File: config.mk
export PLATFORM = sky130hd
export DESIGN_NAME = dmem_arbiter
export DESIGN_NICKNAME = d
export VERILOG_FILES = /design/src/rtl/dmem_pkg.sv /design/src/rtl/dmem_arb_pick.sv /design/src/rtl/dmem_arbiter.sv
export SDC_FILE = /design/constraint.sdc
export NUM_CORES = 1
export LEC_CHECK = 0
export CORE_AREA = 2 2 120 122
export CTS_BUF_LIST = sky130_fd_sc_hd__clkbuf_4
export DETAILED_ROUTE_END_ITERATION = 10
export DIE_AREA = 0 0 122 124
export GPL_TIMING_DRIVEN = 0
export PLACE_DENSITY = 0.81
export SLEW_MARGIN = 20
export SYNTH_ARGS = -nofsm -noshare
export SYNTH_HDL_FRONTEND = slang
export SYNTH_SLANG_ARGS = --single-unit
File: constraint.sdc
create_clock -name clk -period 2.4 [get_ports clk]
set_clock_uncertainty 0.1 [all_clocks]
set_input_delay 0.72 -clock clk [delete_from_list [all_inputs] [get_ports clk]]
set_output_delay 0.72 -clock clk [all_outputs]
set_load 0.02 [all_outputs]
File: src/rtl/dmem_pkg.sv
// Shared definitions for the data-memory arbiter: size codes, sequencer states
// and the request size/direction legality check.
package dmem_pkg;

    localparam logic [2:0] SZ_BS = 3'b001;
    localparam logic [2:0] SZ_HS = 3'b010;
    localparam logic [2:0] SZ_W  = 3'b011;
    localparam logic [2:0] SZ_BU = 3'b101;
    localparam logic [2:0] SZ_HU = 3'b110;

    typedef enum logic [1:0] {
        IDLE  = 2'd0,
        ISSUE = 2'd1,
        RESP  = 2'd2
    } state_t;

    // Unsigned sizes only make sense for loads; a store has nothing to extend.
    function automatic logic size_legal(input logic we, input logic [2:0] size);
        case (size)
            SZ_BS, SZ_HS, SZ_W: return 1'b1;
            SZ_BU, SZ_HU:       return !we;
            default:            return 1'b0;
        endcase
    endfunction

endpackage

File: src/rtl/dmem_arb_pick.sv
// Fixed-priority grant for two requesters, with a starvation counter that
// hands port 1 the next grant after MAX_WAIT consecutive losses.
module dmem_arb_pick #(
    parameter int MAX_WAIT = 4
) (
    input  logic       clk,
    input  logic       rst_n,
    input  logic       idle,
    input  logic       req0_valid,
    input  logic       req1_valid,
    output logic [1:0] grant
);

    logic [3:0] starve_cnt;
    logic       force1;

    always_comb begin
        force1 = (starve_cnt == 4'(MAX_WAIT));
        grant  = 2'b00;
        if (idle) begin
            if (req1_valid && (!req0_valid || force1)) begin
                grant = 2'b10;
            end else if (req0_valid) begin
                grant = 2'b01;
            end
        end
    end

    // A grant always coincides with a handshake, so it is the update strobe.
    always_ff @(posedge clk or negedge rst_n) begin
        if (!rst_n) begin
            starve_cnt <= '0;
        end else if (grant[1]) begin
            starve_cnt <= '0;
        end else if (grant[0] && req1_valid && !force1) begin
            starve_cnt <= starve_cnt + 4'd1;
        end
    end

endmodule

File: src/rtl/dmem_arbiter.sv
// Two-port arbiter/sequencer for the single-port data memory: one access every
// three cycles (accept, issue one-cycle strobe, respond).
module dmem_arbiter
    import dmem_pkg::*;
#(
    parameter int MEM_DEPTH = 64,
    parameter int MAX_WAIT  = 4
) (
    input  logic        clk,
    input  logic        rst_n,
    input  logic        req0_valid,
    output logic        req0_ready,
    input  logic        req0_we,
    input  logic [2:0]  req0_size,
    input  logic [31:0] req0_addr,
    input  logic [31:0] req0_wdata,
    input  logic        req1_valid,
    output logic        req1_ready,
    input  logic        req1_we,
    input  logic [2:0]  req1_size,
    input  logic [31:0] req1_addr,
    input  logic [31:0] req1_wdata,
    output logic        rsp0_valid,
    output logic        rsp0_err,
    output logic [31:0] rsp0_rdata,
    output logic        rsp1_valid,
    output logic        rsp1_err,
    output logic [31:0] rsp1_rdata,
    output logic [31:0] mem_addr,
    output logic [31:0] mem_write_data,
    output logic        mem_read,
    output logic        mem_write,
    output logic [2:0]  mem_size,
    input  logic [31:0] mem_read_data
);

    state_t      state;
    state_t      state_next;
    logic [1:0]  grant;
    logic        idle;
    logic        owner;
    logic        lat_we;
    logic        lat_err;
    logic        sel_we;
    logic [2:0]  sel_size;
    logic [31:0] sel_addr;
    logic [31:0] sel_wdata;
    logic        sel_err;
    logic [31:0] rdata;

    // Readies are held low while reset is asserted, not just after it.
    assign idle = (state == IDLE) && rst_n;

    dmem_arb_pick #(
        .MAX_WAIT (MAX_WAIT)
    ) u_pick (
        .clk        (clk),
        .rst_n      (rst_n),
        .idle       (idle),
        .req0_valid (req0_valid),
        .req1_valid (req1_valid),
        .grant      (grant)
    );

    assign req0_ready = grant[0];
    assign req1_ready = grant[1];

    always_comb begin
        sel_we    = grant[1] ? req1_we    : req0_we;
        sel_size  = grant[1] ? req1_size  : req0_size;
        sel_addr  = grant[1] ? req1_addr  : req0_addr;
        sel_wdata = grant[1] ? req1_wdata : req0_wdata;
        sel_err   = !size_legal(sel_we, sel_size) || (sel_addr >= 32'(MEM_DEPTH));
    end

    // Memory address/data/size are loaded only for clean requests and then
    // simply hold, so the memory sees stable fields around every strobe.
    always_ff @(posedge clk or negedge rst_n) begin
        if (!rst_n) begin
            state          <= IDLE;
            owner          <= 1'b0;
            lat_we         <= 1'b0;
            lat_err        <= 1'b0;
            mem_addr       <= '0;
            mem_write_data <= '0;
            mem_size       <= '0;
        end else begin
            state <= state_next;
            if (|grant) begin
                owner   <= grant[1];
                lat_we  <= sel_we;
                lat_err <= sel_err;
                if (!sel_err) begin
                    mem_addr       <= sel_addr;
                    mem_write_data <= sel_wdata;
                    mem_size       <= sel_size;
                end
            end
        end
    end

    always_comb begin
        state_next = state;
        mem_read   = 1'b0;
        mem_write  = 1'b0;
        rsp0_valid = 1'b0;
        rsp0_err   = 1'b0;
        rsp0_rdata = '0;
        rsp1_valid = 1'b0;
        rsp1_err   = 1'b0;
        rsp1_rdata = '0;
        rdata      = (!lat_err && !lat_we) ? mem_read_data : '0;
        case (state)
            IDLE: begin
                if (|grant) begin
                    state_next = ISSUE;
                end
            end
            ISSUE: begin
                state_next = RESP;
                mem_read   = !lat_err && !lat_we;
                mem_write  = !lat_err && lat_we;
            end
            RESP: begin
                state_next = IDLE;
                if (owner) begin
                    rsp1_valid = 1'b1;
                    rsp1_err   = lat_err;
                    rsp1_rdata = rdata;
                end else begin
                    rsp0_valid = 1'b1;
                    rsp0_err   = lat_err;
                    rsp0_rdata = rdata;
                end
            end
            default: state_next = IDLE;
        endcase
    end

endmodule

==> metrics.md, run 1 <==
| Metric | Value |
|---|---|
| Clock buffer depth | 2 |
| Number of vias per cell | 4.81 |
| Pwr/cell area | 324 nW/um2 |
| CP startpoint kind | register |
| Min Clock Period, post-route | 2650 ps |
| Worst EP arrival | 1830 ps |
| WP data required | 1580 ps |
| Drt wl/cell | 20.5 um |
| Syn_area_per_cell | 10.9 um2 |
| DR iter-0 viols | 173 |
| H-Tree Depth | 3 |
| Overflow after GRT | 0 |
| Main flop type after synthesis | dfrtp_1 |
| Met1 Use GR | 0.229 |
| CP Capture Type | output pin |
| First-pass iteration count of the detailed router | 4 |
| Clock root cell | clkbuf_4 |
| Setup TNS | -19900 ps |
| Via Count | 4470 |
| FFs w/ async S/R, synth | 1.00 |
| Peak VDD IR | 0.246 mV |
| Most crowded layer after global routing | met2 |
| Area Growth Syn to Fin | 125% |
| Vias in the first global route | 4825 |
| Worst-margin pin slew | 396 ps |
| Width of the die | 122 um |
| Fin. Hold Viols | 0 |
| Max Slew Vio Count | 0 |
| Ys Warns | 0 |
| Post-synth EDFFs | 0 |
| Commonest cells after routing, fill and taps aside | clkdlybuf4s50_1, buf_6, dfrtp_1, and3_4, mux2_4 |
| Fill cell count | 1015 |
| Antenna violations before repair | 4 |
| Rel. slew slack | 0.736 |
| Nets | 918 |
| Slowest CP cell | dfrtp_2 |
| Clock-pin transition on the worst setup and hold timing paths | 140 ps |
| Crit Path Category | reg2out |
| Max_cap viols | 0 |
| Syn_nets | 539 |
| Pre-CTS WS | -1300 ps |
| Netlist Area Pre-Place | 3960 um2 |
| Outcome | complete, but fails checks |
| DRC violations left | 0 |
| Global-route wire length before repair | 26200 um |
| Placer congestion estimate | 0.881 |
| Leak Pwr | 4.13 nW |
| Hold slack | 110 ps |
| CP max FO | 10 |
| Post-DP HPWL | 13100 um |
| CTS tree | built |
| Core Box Area | 13700 um2 |
| Largest net degree at the start of global routing | 49 |
| Share of cells above drive strength 1 | 0.441 |
| Post-Syn Instances | 365 |
| Min-delay worst type | in2async |
| Row count | 43 |
| Synth Register Bits | 76 |
| Die height | 124 um |
| CTS Buf Count | 9 |
| Setup ws final | -251 ps |
| Die Area | 15100 um2 |
| Crit path largest cell delay | 490 ps |
| Skew-Pair Late Insertion Delay | 450 ps |
| Met3 usage | 0.0774 |
| Period utilization | 1.10 |
| Final ANT Viol Nets | 0 |
| Failing checks | negative setup slack |
| Crit path cell chain | nor3b_4, buf_6, buf_8, and3_4, buf_6 |
| GR Layer Usage met2 | 0.436 |
| Port buffer count | 310 |
| Commonest non-fill, non-tap cell in the layout | clkdlybuf4s50_1 |
| Top delay family on crit path | flip-flops |
| Buf/Inv on CP | 3 |
| Count of different cell masters after synthesis | 33 |
| F_max | 377 MHz |
| GRT Total Usage | 0.231 |
| RSZ-0062 raised after global routing | true |
| I/O pin cnt | 311 |
| Top cell by count, worst path | buf_6 |
| Post-Route WL | 19100 um |
| Clock sink count | 76 |
| Sequential fraction of the synthesis area | 0.480 |
| Initial Util | 0.289 |
| Endpoints failing setup | 112 |
==> repair_timing <==
| action | 4_1_cts | 5_1_grt |
|---|---|---|
| hold endpoints to repair | 28 | 0 |
| gates cloned | 7 | 4 |
| resized for setup | 538 | 125 |
| hold buffers | 1 | 0 |
| pin swaps | 22 | 20 |
| buffers inserted | 37 | 15 |
| endpoints found under the setup margin | 140 | 134 |
==> worst paths after layout <==
kind                       cells after the start                    to  slack, ps                 start
hold reg to reg                                2          mem_addr[14]        400          mem_addr[14]
setup reg to reg                              12    mem_write_data[12]       -160  u_pick.starve_cnt[0]
setup / recovery                               5         rsp1_rdata[7]       -250              state[0]
hold / removal                                 2  u_pick.starve_cnt[1]        110                 rst_n
min in group clk                               2          mem_addr[14]        400          mem_addr[14]
max in group asynchronous                      2           mem_addr[0]       1830                 rst_n
==> cell families after synthesis <==
family                   synth area share
AO/OA/AOI/OAI                      0.0237
adder cells (fa/ha/maj)           0.00631
buffers and inverters              0.0581
flip-flops                          0.480
multiplexers                        0.238
AND/OR/NAND/NOR                     0.194
==> sequential cells by signal, indices dropped and copies added (netlist names) <==
signal and count:
mem_size 3, state 2, u_pick.starve_cnt 4, lat_we 1
mem_addr 32, mem_write_data 32, owner 1, lat_err 1
==> layout make-up <==
class / instances / area (um2) / share of cell area
flip-flops and latches: 76 / 1900 / 0.214
diodes: 1 / 2.50 / 0.000281
clock inverters: 7 / 50.0 / 0.00562
repair buffers: 369 / 3860 / 0.434
well taps: 180 / 225 / 0.0253
multi-input cells: 234 / 2390 / 0.268
clock buffers: 9 / 67.6 / 0.00759
inverters: 30 / 113 / 0.0127
plain buffers: 24 / 290 / 0.0326
==> layer usage <==
metal | vias to the layer above | part of all wire | wire, um
met5 | - | 0.0021 | 40
met4 | 6 | 0.041 | 773
met3 | 58 | 0.085 | 1610
met2 | 217 | 0.54 | 10200
met1 | 2156 | 0.34 | 6420
li1 | 2033 | - | -
==> synth_stat cells, drive strengths merged, types with 3 or more instances <==
cell type | instances | area, um2
a21oi | 3 | 26.3
and2 | 3 | 18.8
and3 | 64 | 400
buf | 9 | 57.6
clkbuf | 16 | 60.1
dfrtp | 76 | 1900
inv | 30 | 113
mux2 | 83 | 935
nand2 | 4 | 15.0
nand3 | 3 | 15.0
nor2 | 35 | 131
nor3b | 3 | 22.5
nor4 | 13 | 81.3
o21ai | 3 | 15.0
==> power breakdown <==
part	internal (mW)	leakage (nW)	switching [mW]
Sequential	1.31	0.905	0.0345
Combinational	0.536	3.16	0.297
Clock	0.216	0.0620	0.489
==> stage by stage <==
step | area (um2) | instances | power, mW | util
after floorplan | 3960 | 365 | 1.51 | -
after global placement | 7290 | 855 | 1.88 | 0.531
after detailed placement | 7320 | 856 | 1.90 | 0.533
after CTS | 8300 | 917 | 2.81 | 0.605
after global routing | 8900 | 930 | 3.02 | 0.649
final | 8900 | 930 | 2.88 | 0.649
No activity file was read; power rests on OpenSTA's default activity.
==> run 2: changes to the inputs <==
--- a/config.mk
+++ b/config.mk
@@ -5,12 +5,15 @@
 export SDC_FILE = /design/constraint.sdc
 export NUM_CORES = 1
 export LEC_CHECK = 0
-export CORE_AREA = 2 2 120 122
+export CELL_PAD_IN_SITES_DETAIL_PLACEMENT = 0
+export CELL_PAD_IN_SITES_GLOBAL_PLACEMENT = 1
+export CORE_MARGIN = 2
+export CORE_UTILIZATION = 22
 export CTS_BUF_LIST = sky130_fd_sc_hd__clkbuf_4
+export CTS_CLUSTER_DIAMETER = 100
 export DETAILED_ROUTE_END_ITERATION = 10
-export DIE_AREA = 0 0 122 124
 export GPL_TIMING_DRIVEN = 0
-export PLACE_DENSITY = 0.81
+export PLACE_DENSITY = 0.87
 export SLEW_MARGIN = 20
 export SYNTH_ARGS = -nofsm -noshare
 export SYNTH_HDL_FRONTEND = slang
==> metrics.md, run 2 (synthesis results as in run 1) <==
| Metric | Value |
|---|---|
| GR Layer Usage met2 | 0.312 (was 0.436) |
| Via Count | 4291 (was 4470) |
| Peak VDD IR | 0.295 mV (was 0.246 mV) |
| Failing checks | negative setup slack (unchanged) |
| Final ANT Viol Nets | 0 (unchanged) |
| Met3 usage | 0.0606 (was 0.0774) |
| Met1 Use GR | 0.216 (was 0.229) |
| Skew-Pair Late Insertion Delay | 430 ps (was 450 ps) |
| Largest net degree at the start of global routing | 29 (was 49) |
| H-Tree Depth | 3 (unchanged) |
| F_max | 386 MHz (was 377 MHz) |
| Setup ws final | -192 ps (was -251 ps) |
| First-pass iteration count of the detailed router | 5 (was 4) |
| Pwr/cell area | 324 nW/um2 (about the same) |
| Overflow after GRT | 0 (unchanged) |
| Commonest cells after routing, fill and taps aside | clkdlybuf4s50_1, buf_6, dfrtp_1, and3_4, mux2_2 (was clkdlybuf4s50_1, buf_6, dfrtp_1, and3_4, mux2_4) |
| Post-DP HPWL | 12600 um (was 13100 um) |
| Worst-margin pin slew | 504 ps (was 396 ps) |
| Rel. slew slack | 0.663 (was 0.736) |
| Clock buffer depth | 2 (unchanged) |
| Worst R2R Start | state[1] (was u_pick.starve_cnt[0]) |
| Area Growth Syn to Fin | 126% (was 125%) |
| Row count | 49 (was 43) |
| Post-Route WL | 18200 um (was 19100 um) |
| Fin. Hold Viols | 0 (unchanged) |
| Pre-CTS WS | -1550 ps (was -1300 ps) |
| CP Capture Type | output pin (unchanged) |
| Global-route wire length before repair | 27000 um (was 26200 um) |
| Layout Cells excl Fill | 968 (was 930) |
| Worst EP arrival | 1770 ps (was 1830 ps) |
| Number of vias per cell | 4.43 (was 4.81) |
| I/O pin cnt | 311 (unchanged) |
| CP startpoint kind | register (unchanged) |
| RSZ-0062 raised after global routing | true (unchanged) |
| Pwr Total | 2.90 mW (was 2.88 mW) |
| Clock-pin transition on the worst setup and hold timing paths | 140 ps (about the same) |
| R2R setup slack | -70 ps (was -160 ps) |
| Share of cells above drive strength 1 | 0.424 (was 0.441) |
| Min-delay worst type | in2async (unchanged) |
| Critical R2R Capture | mem_write_data[21] (was mem_write_data[12]) |
| DR iter-0 viols | 51 (was 173) |
| Min Clock Period, post-route | 2590 ps (was 2650 ps) |
| Commonest non-fill, non-tap cell in the layout | clkdlybuf4s50_1 (unchanged) |
| Width of the die | 138 um (was 122 um) |
| CTS tree | built (unchanged) |
| Nets | 907 (was 918) |
| Most crowded layer after global routing | met2 (unchanged) |
| Die height | 138 um (was 124 um) |
| Crit Path Category | reg2out (unchanged) |
| Design area | 8960 um2 (was 8900 um2) |
| Clock root cell | clkbuf_4 (unchanged) |
| Initial Util | 0.222 (was 0.289) |
| CTS Buf Count | 9 (unchanged) |
| Die Area | 19100 um2 (was 15100 um2) |
| CP max FO | 7 (was 10) |
| Dpl cells | 905 (was 856) |
| GRT Total Usage | 0.181 (was 0.231) |
| Endpoints failing setup | 101 (was 112) |
| WP data required | 1580 ps (about the same) |
| Antenna violations before repair | 1 (was 4) |
| Dpl cell area | 7380 um2 (was 7320 um2) |
| Drt wl/cell | 18.8 um (was 20.5 um) |
| DRC violations left | 0 (unchanged) |
| Core Box Area | 17800 um2 (was 13700 um2) |
| Path depth of the worst reg2reg path | 9 (was 12) |
| Biggest regs | mem_addr: 32 flops, mem_write_data: 32 flops, u_pick.starve_cnt: 4 flops (unchanged) |
| Clock sink count | 76 (unchanged) |
| Port buffer count | 310 (unchanged) |
| Max_cap viols | 0 (unchanged) |
| Period utilization | 1.08 (was 1.10) |
| Placer congestion estimate | 0.817 (was 0.881) |
| Leak Pwr | 4.04 nW (was 4.13 nW) |
| Outcome | complete, but fails checks (unchanged) |
| Max Slew Vio Count | 0 (unchanged) |
| Vias in the first global route | 4635 (was 4825) |
| Core Util, Final | 0.502 (was 0.649) |
-- run 2: final cells by class --
cell class	count	area, um2
fill	1593	8880
timing repair buffer	362	3860
multi-input combinational	234	2350
sequential	76	1910
buffer	20	297
tap	229	287
inverter	30	113
clock inverter	7	76.3
clock buffer	9	67.6
antenna	1	2.50
-- run 2: timing repair --
action,in CTS,in global routing
setup buffers,26,11
endpoints found under the setup margin,141,133
hold buffers,1,0
gates resized for setup,574,87
endpoints found under the hold margin,10,0
pin swaps,22,10
cloned,13,3
-- run 2: power by group --
group / switching, mW / internal, mW
Sequential: 0.0301 / 1.31
Clock: 0.497 / 0.323
Combinational: 0.261 / 0.484
-- run 2: how the worst max path moves through the flow --
stage | end | slack [ps] | cells after the start | from
6_report | rsp0_rdata[31] | -190 | 5 | state[0]
5_1_grt | rsp1_rdata[16] | -290 | 5 | state[0]
4_1_cts | rsp1_rdata[25] | -200 | 6 | owner
3_5_place_dp | req1_ready | -1550 | 7 | rst_n
3_3_place_gp | req1_ready | -4160 | 6 | rst_n
2_1_floorplan | mem_size[1] | -4 | 6 | rst_n
-- run 2: worst max-delay path: stages (launching register included) --
cell     delay (ps)
dfrtp_2         480
nor3b_4         220
buf_6           180
buf_4           130
and3_4          200
buf_6           120
-- run 2: metrics by stage --
step | TNS (ps) | hold WS (ps)
after floorplan | -85.1 | 324
after global placement | -514520 | 366
after detailed placement | -132260 | 374
after CTS | -14950 | 43.9
after global routing | -20410 | 35.7
final | -11090 | 81.2
-- run 2: per-layer routing --
metal / vias to the layer above / wire (um)
met5: - / 0
met4: 0 / 271
met3: 16 / 1280
met2: 203 / 9240
met1: 2056 / 7400
li1: 2016 / -
==> run 3: changes to the inputs <==
--- a/config.mk
+++ b/config.mk
@@ -14,7 +14,6 @@
 export DETAILED_ROUTE_END_ITERATION = 10
 export GPL_TIMING_DRIVEN = 0
 export PLACE_DENSITY = 0.87
-export SLEW_MARGIN = 20
 export SYNTH_ARGS = -nofsm -noshare
 export SYNTH_HDL_FRONTEND = slang
 export SYNTH_SLANG_ARGS = --single-unit
==> metrics.md, run 3 (synthesis results as in run 1) <==
| Metric | Value |
|---|---|
| Max Slew Vio Count | 0 (unchanged) |
| Peak VDD IR | 0.328 mV (was 0.295 mV) |
| Post-DP HPWL | 12600 um (about the same) |
| Share of cells above drive strength 1 | 0.425 (was 0.424) |
| Critical R2R Capture | mem_write_data[30] (was mem_write_data[21]) |
| CP Capture Type | output pin (unchanged) |
| H-Tree Depth | 3 (unchanged) |
| CTS Buf Count | 9 (unchanged) |
| Clock sink count | 76 (unchanged) |
| Setup ws final | -183 ps (was -192 ps) |
| Outcome | complete, but fails checks (unchanged) |
| Fin. Hold Viols | 0 (unchanged) |
| Core Box Area | 17800 um2 (unchanged) |
| Min-delay worst type | in2async (unchanged) |
| Rel. slew slack | 0.316 (was 0.663) |
| Skew-Pair Late Insertion Delay | 430 ps (about the same) |
| Commonest non-fill, non-tap cell in the layout | clkdlybuf4s50_1 (unchanged) |
| Layout Cells excl Fill | 971 (was 968) |
| Failing checks | negative setup slack (unchanged) |
| Via Count | 4326 (was 4291) |
| Worst-margin pin slew | 1020 ps (was 504 ps) |
| Fill cell count | 1607 (was 1593) |
| Post-Route WL | 18300 um (was 18200 um) |
| RSZ-0062 raised after global routing | true (unchanged) |
| First-pass iteration count of the detailed router | 4 (was 5) |
| Global-route wire length before repair | 27400 um (was 27000 um) |
| DR iter-0 viols | 66 (was 51) |
| CTS tree | built (unchanged) |
| Final ANT Viol Nets | 0 (unchanged) |
| Clock-pin transition on the worst setup and hold timing paths | 130 ps (was 140 ps) |
| Endpoints failing setup | 109 (was 101) |
| R2R setup slack | -70 ps (about the same) |
| Initial Util | 0.222 (unchanged) |
| Max_cap viols | 0 (unchanged) |
| Most crowded layer after global routing | met2 (unchanged) |
| Antenna violations before repair | 1 (unchanged) |
| Placer congestion estimate | 0.817 (unchanged) |
| Width of the die | 138 um (unchanged) |
| Area Growth Syn to Fin | 126% (about the same) |
| Die Area | 19100 um2 (unchanged) |
| Clock buffer depth | 2 (unchanged) |
| GR Layer Usage met2 | 0.325 (was 0.312) |
| Pwr/cell area | 340 nW/um2 (was 324 nW/um2) |
| Commonest cells after routing, fill and taps aside | clkdlybuf4s50_1, dfrtp_1, buf_6, mux2_2, mux2_4 (was clkdlybuf4s50_1, buf_6, dfrtp_1, and3_4, mux2_2) |
| Nets | 910 (was 907) |
| WP data required | 1580 ps (about the same) |
| Biggest regs | mem_addr: 32 flops, mem_write_data: 32 flops, u_pick.starve_cnt: 4 flops (unchanged) |
| Min Clock Period, post-route | 2580 ps (was 2590 ps) |
| DRC violations left | 0 (unchanged) |
| Worst R2R Start | state[0] (was state[1]) |
| Core Util, Final | 0.502 (about the same) |
| Met3 usage | 0.0623 (was 0.0606) |
| Largest net degree at the start of global routing | 29 (unchanged) |
| Drt wl/cell | 18.8 um (about the same) |
| Crit Path Category | reg2out (unchanged) |
| CP startpoint kind | register (unchanged) |
| GRT Total Usage | 0.185 (was 0.181) |
| Dpl cells | 905 (unchanged) |
| I/O pin cnt | 311 (unchanged) |
| Worst EP arrival | 1760 ps (was 1770 ps) |
| Row count | 49 (unchanged) |
| Clock root cell | clkbuf_4 (unchanged) |
| Number of vias per cell | 4.46 (was 4.43) |
| Path depth of the worst reg2reg path | 9 (unchanged) |
| Met1 Use GR | 0.216 (about the same) |
| Port buffer count | 310 (unchanged) |
| Overflow after GRT | 0 (unchanged) |
| Vias in the first global route | 4699 (was 4635) |
| Period utilization | 1.08 (about the same) |
| Leak Pwr | 4.12 nW (was 4.04 nW) |
| Die height | 138 um (unchanged) |
| F_max | 387 MHz (was 386 MHz) |
| CP max FO | 9 (was 7) |
[run 3: changes by cell type in the layout (fill, tap and decap cells not counted), moves of 2 or more]
cell,change
dlygate4sd2_1,-12
buf_2,+7
dlymetal6s2s_1,+5
clkdlybuf4s50_1,+7
clkbuf_8,+3
buf_6,-3
and3_1,+9
clkbuf_16,-2
nor2_1,-7
and3_4,-9
nor2_2,+7
buf_4,-4
[run 3: repair_timing]
| action | in CTS | in global routing |
|---|---|---|
| hold buffers | 1 | 0 |
| pin swaps | 17 | 8 |
| gates resized for setup | 558 | 86 |
| setup buffers | 35 | 10 |
| cloned | 10 | 3 |
| setup endpoints to repair | 141 | 139 |
| hold endpoints to repair | 21 | 0 |
[run 3: layout make-up]
cell class / instances / area (um2) / share of cell area
plain buffers: 21 / 293 / 0.0327
well taps: 229 / 287 / 0.0320
inverters: 30 / 113 / 0.0126
clock inverters: 6 / 95.1 / 0.0106
flip-flops and latches: 76 / 1910 / 0.213
repair buffers: 364 / 3860 / 0.431
clock buffers: 10 / 75.1 / 0.00838
multi-input cells: 234 / 2330 / 0.260
diodes: 1 / 2.50 / 0.000279
[run 3: metal layers]
layer / vias up / wire, um
li1: 2019 / -
met1: 2085 / 7290
met2: 203 / 9270
met3: 19 / 1330
met4: 0 / 399
met5: - / 0
[run 3: critical path, cell delays in order (launching register included)]
cell      delay, ps
dfrtp_2         480
nor3b_4         190
buf_6           200
clkbuf_8        170
and3_1          150
buf_4           140
[run 3: how the worst max path moves through the flow]
stage / from / to / slack, ps / cells past startpoint
floorplan: rst_n / mem_size[1] / -4 / 6
global placement: rst_n / req1_ready / -4160 / 6
detailed placement: rst_n / req1_ready / -1570 / 7
CTS: owner / rsp1_rdata[20] / -230 / 6
global route: state[0] / rsp0_rdata[23] / -300 / 5
finish: state[0] / rsp0_rdata[23] / -180 / 5
[run 3: metrics by stage]
stage	worst slack [ps]	hold WS (ps)	power, mW	cell area [um2]	TNS, ps
2_1_floorplan	-4.26	324	1.51	3960	-85.1
3_3_place_gp	-4160	366	1.89	7350	-514520
3_5_place_dp	-1570	374	1.91	7380	-133000
4_1_cts	-228	168	3.03	8700	-20990
5_1_grt	-301	173	3.18	8960	-22560
6_report	-183	218	3.04	8960	-13930
[run 3: power by group]
group	total (mW)	switching, mW	internal [mW]
logic	0.755	0.265	0.491
clock network	0.950	0.505	0.445
registers	1.34	0.0295	1.31
total	3.04	0.799	2.24
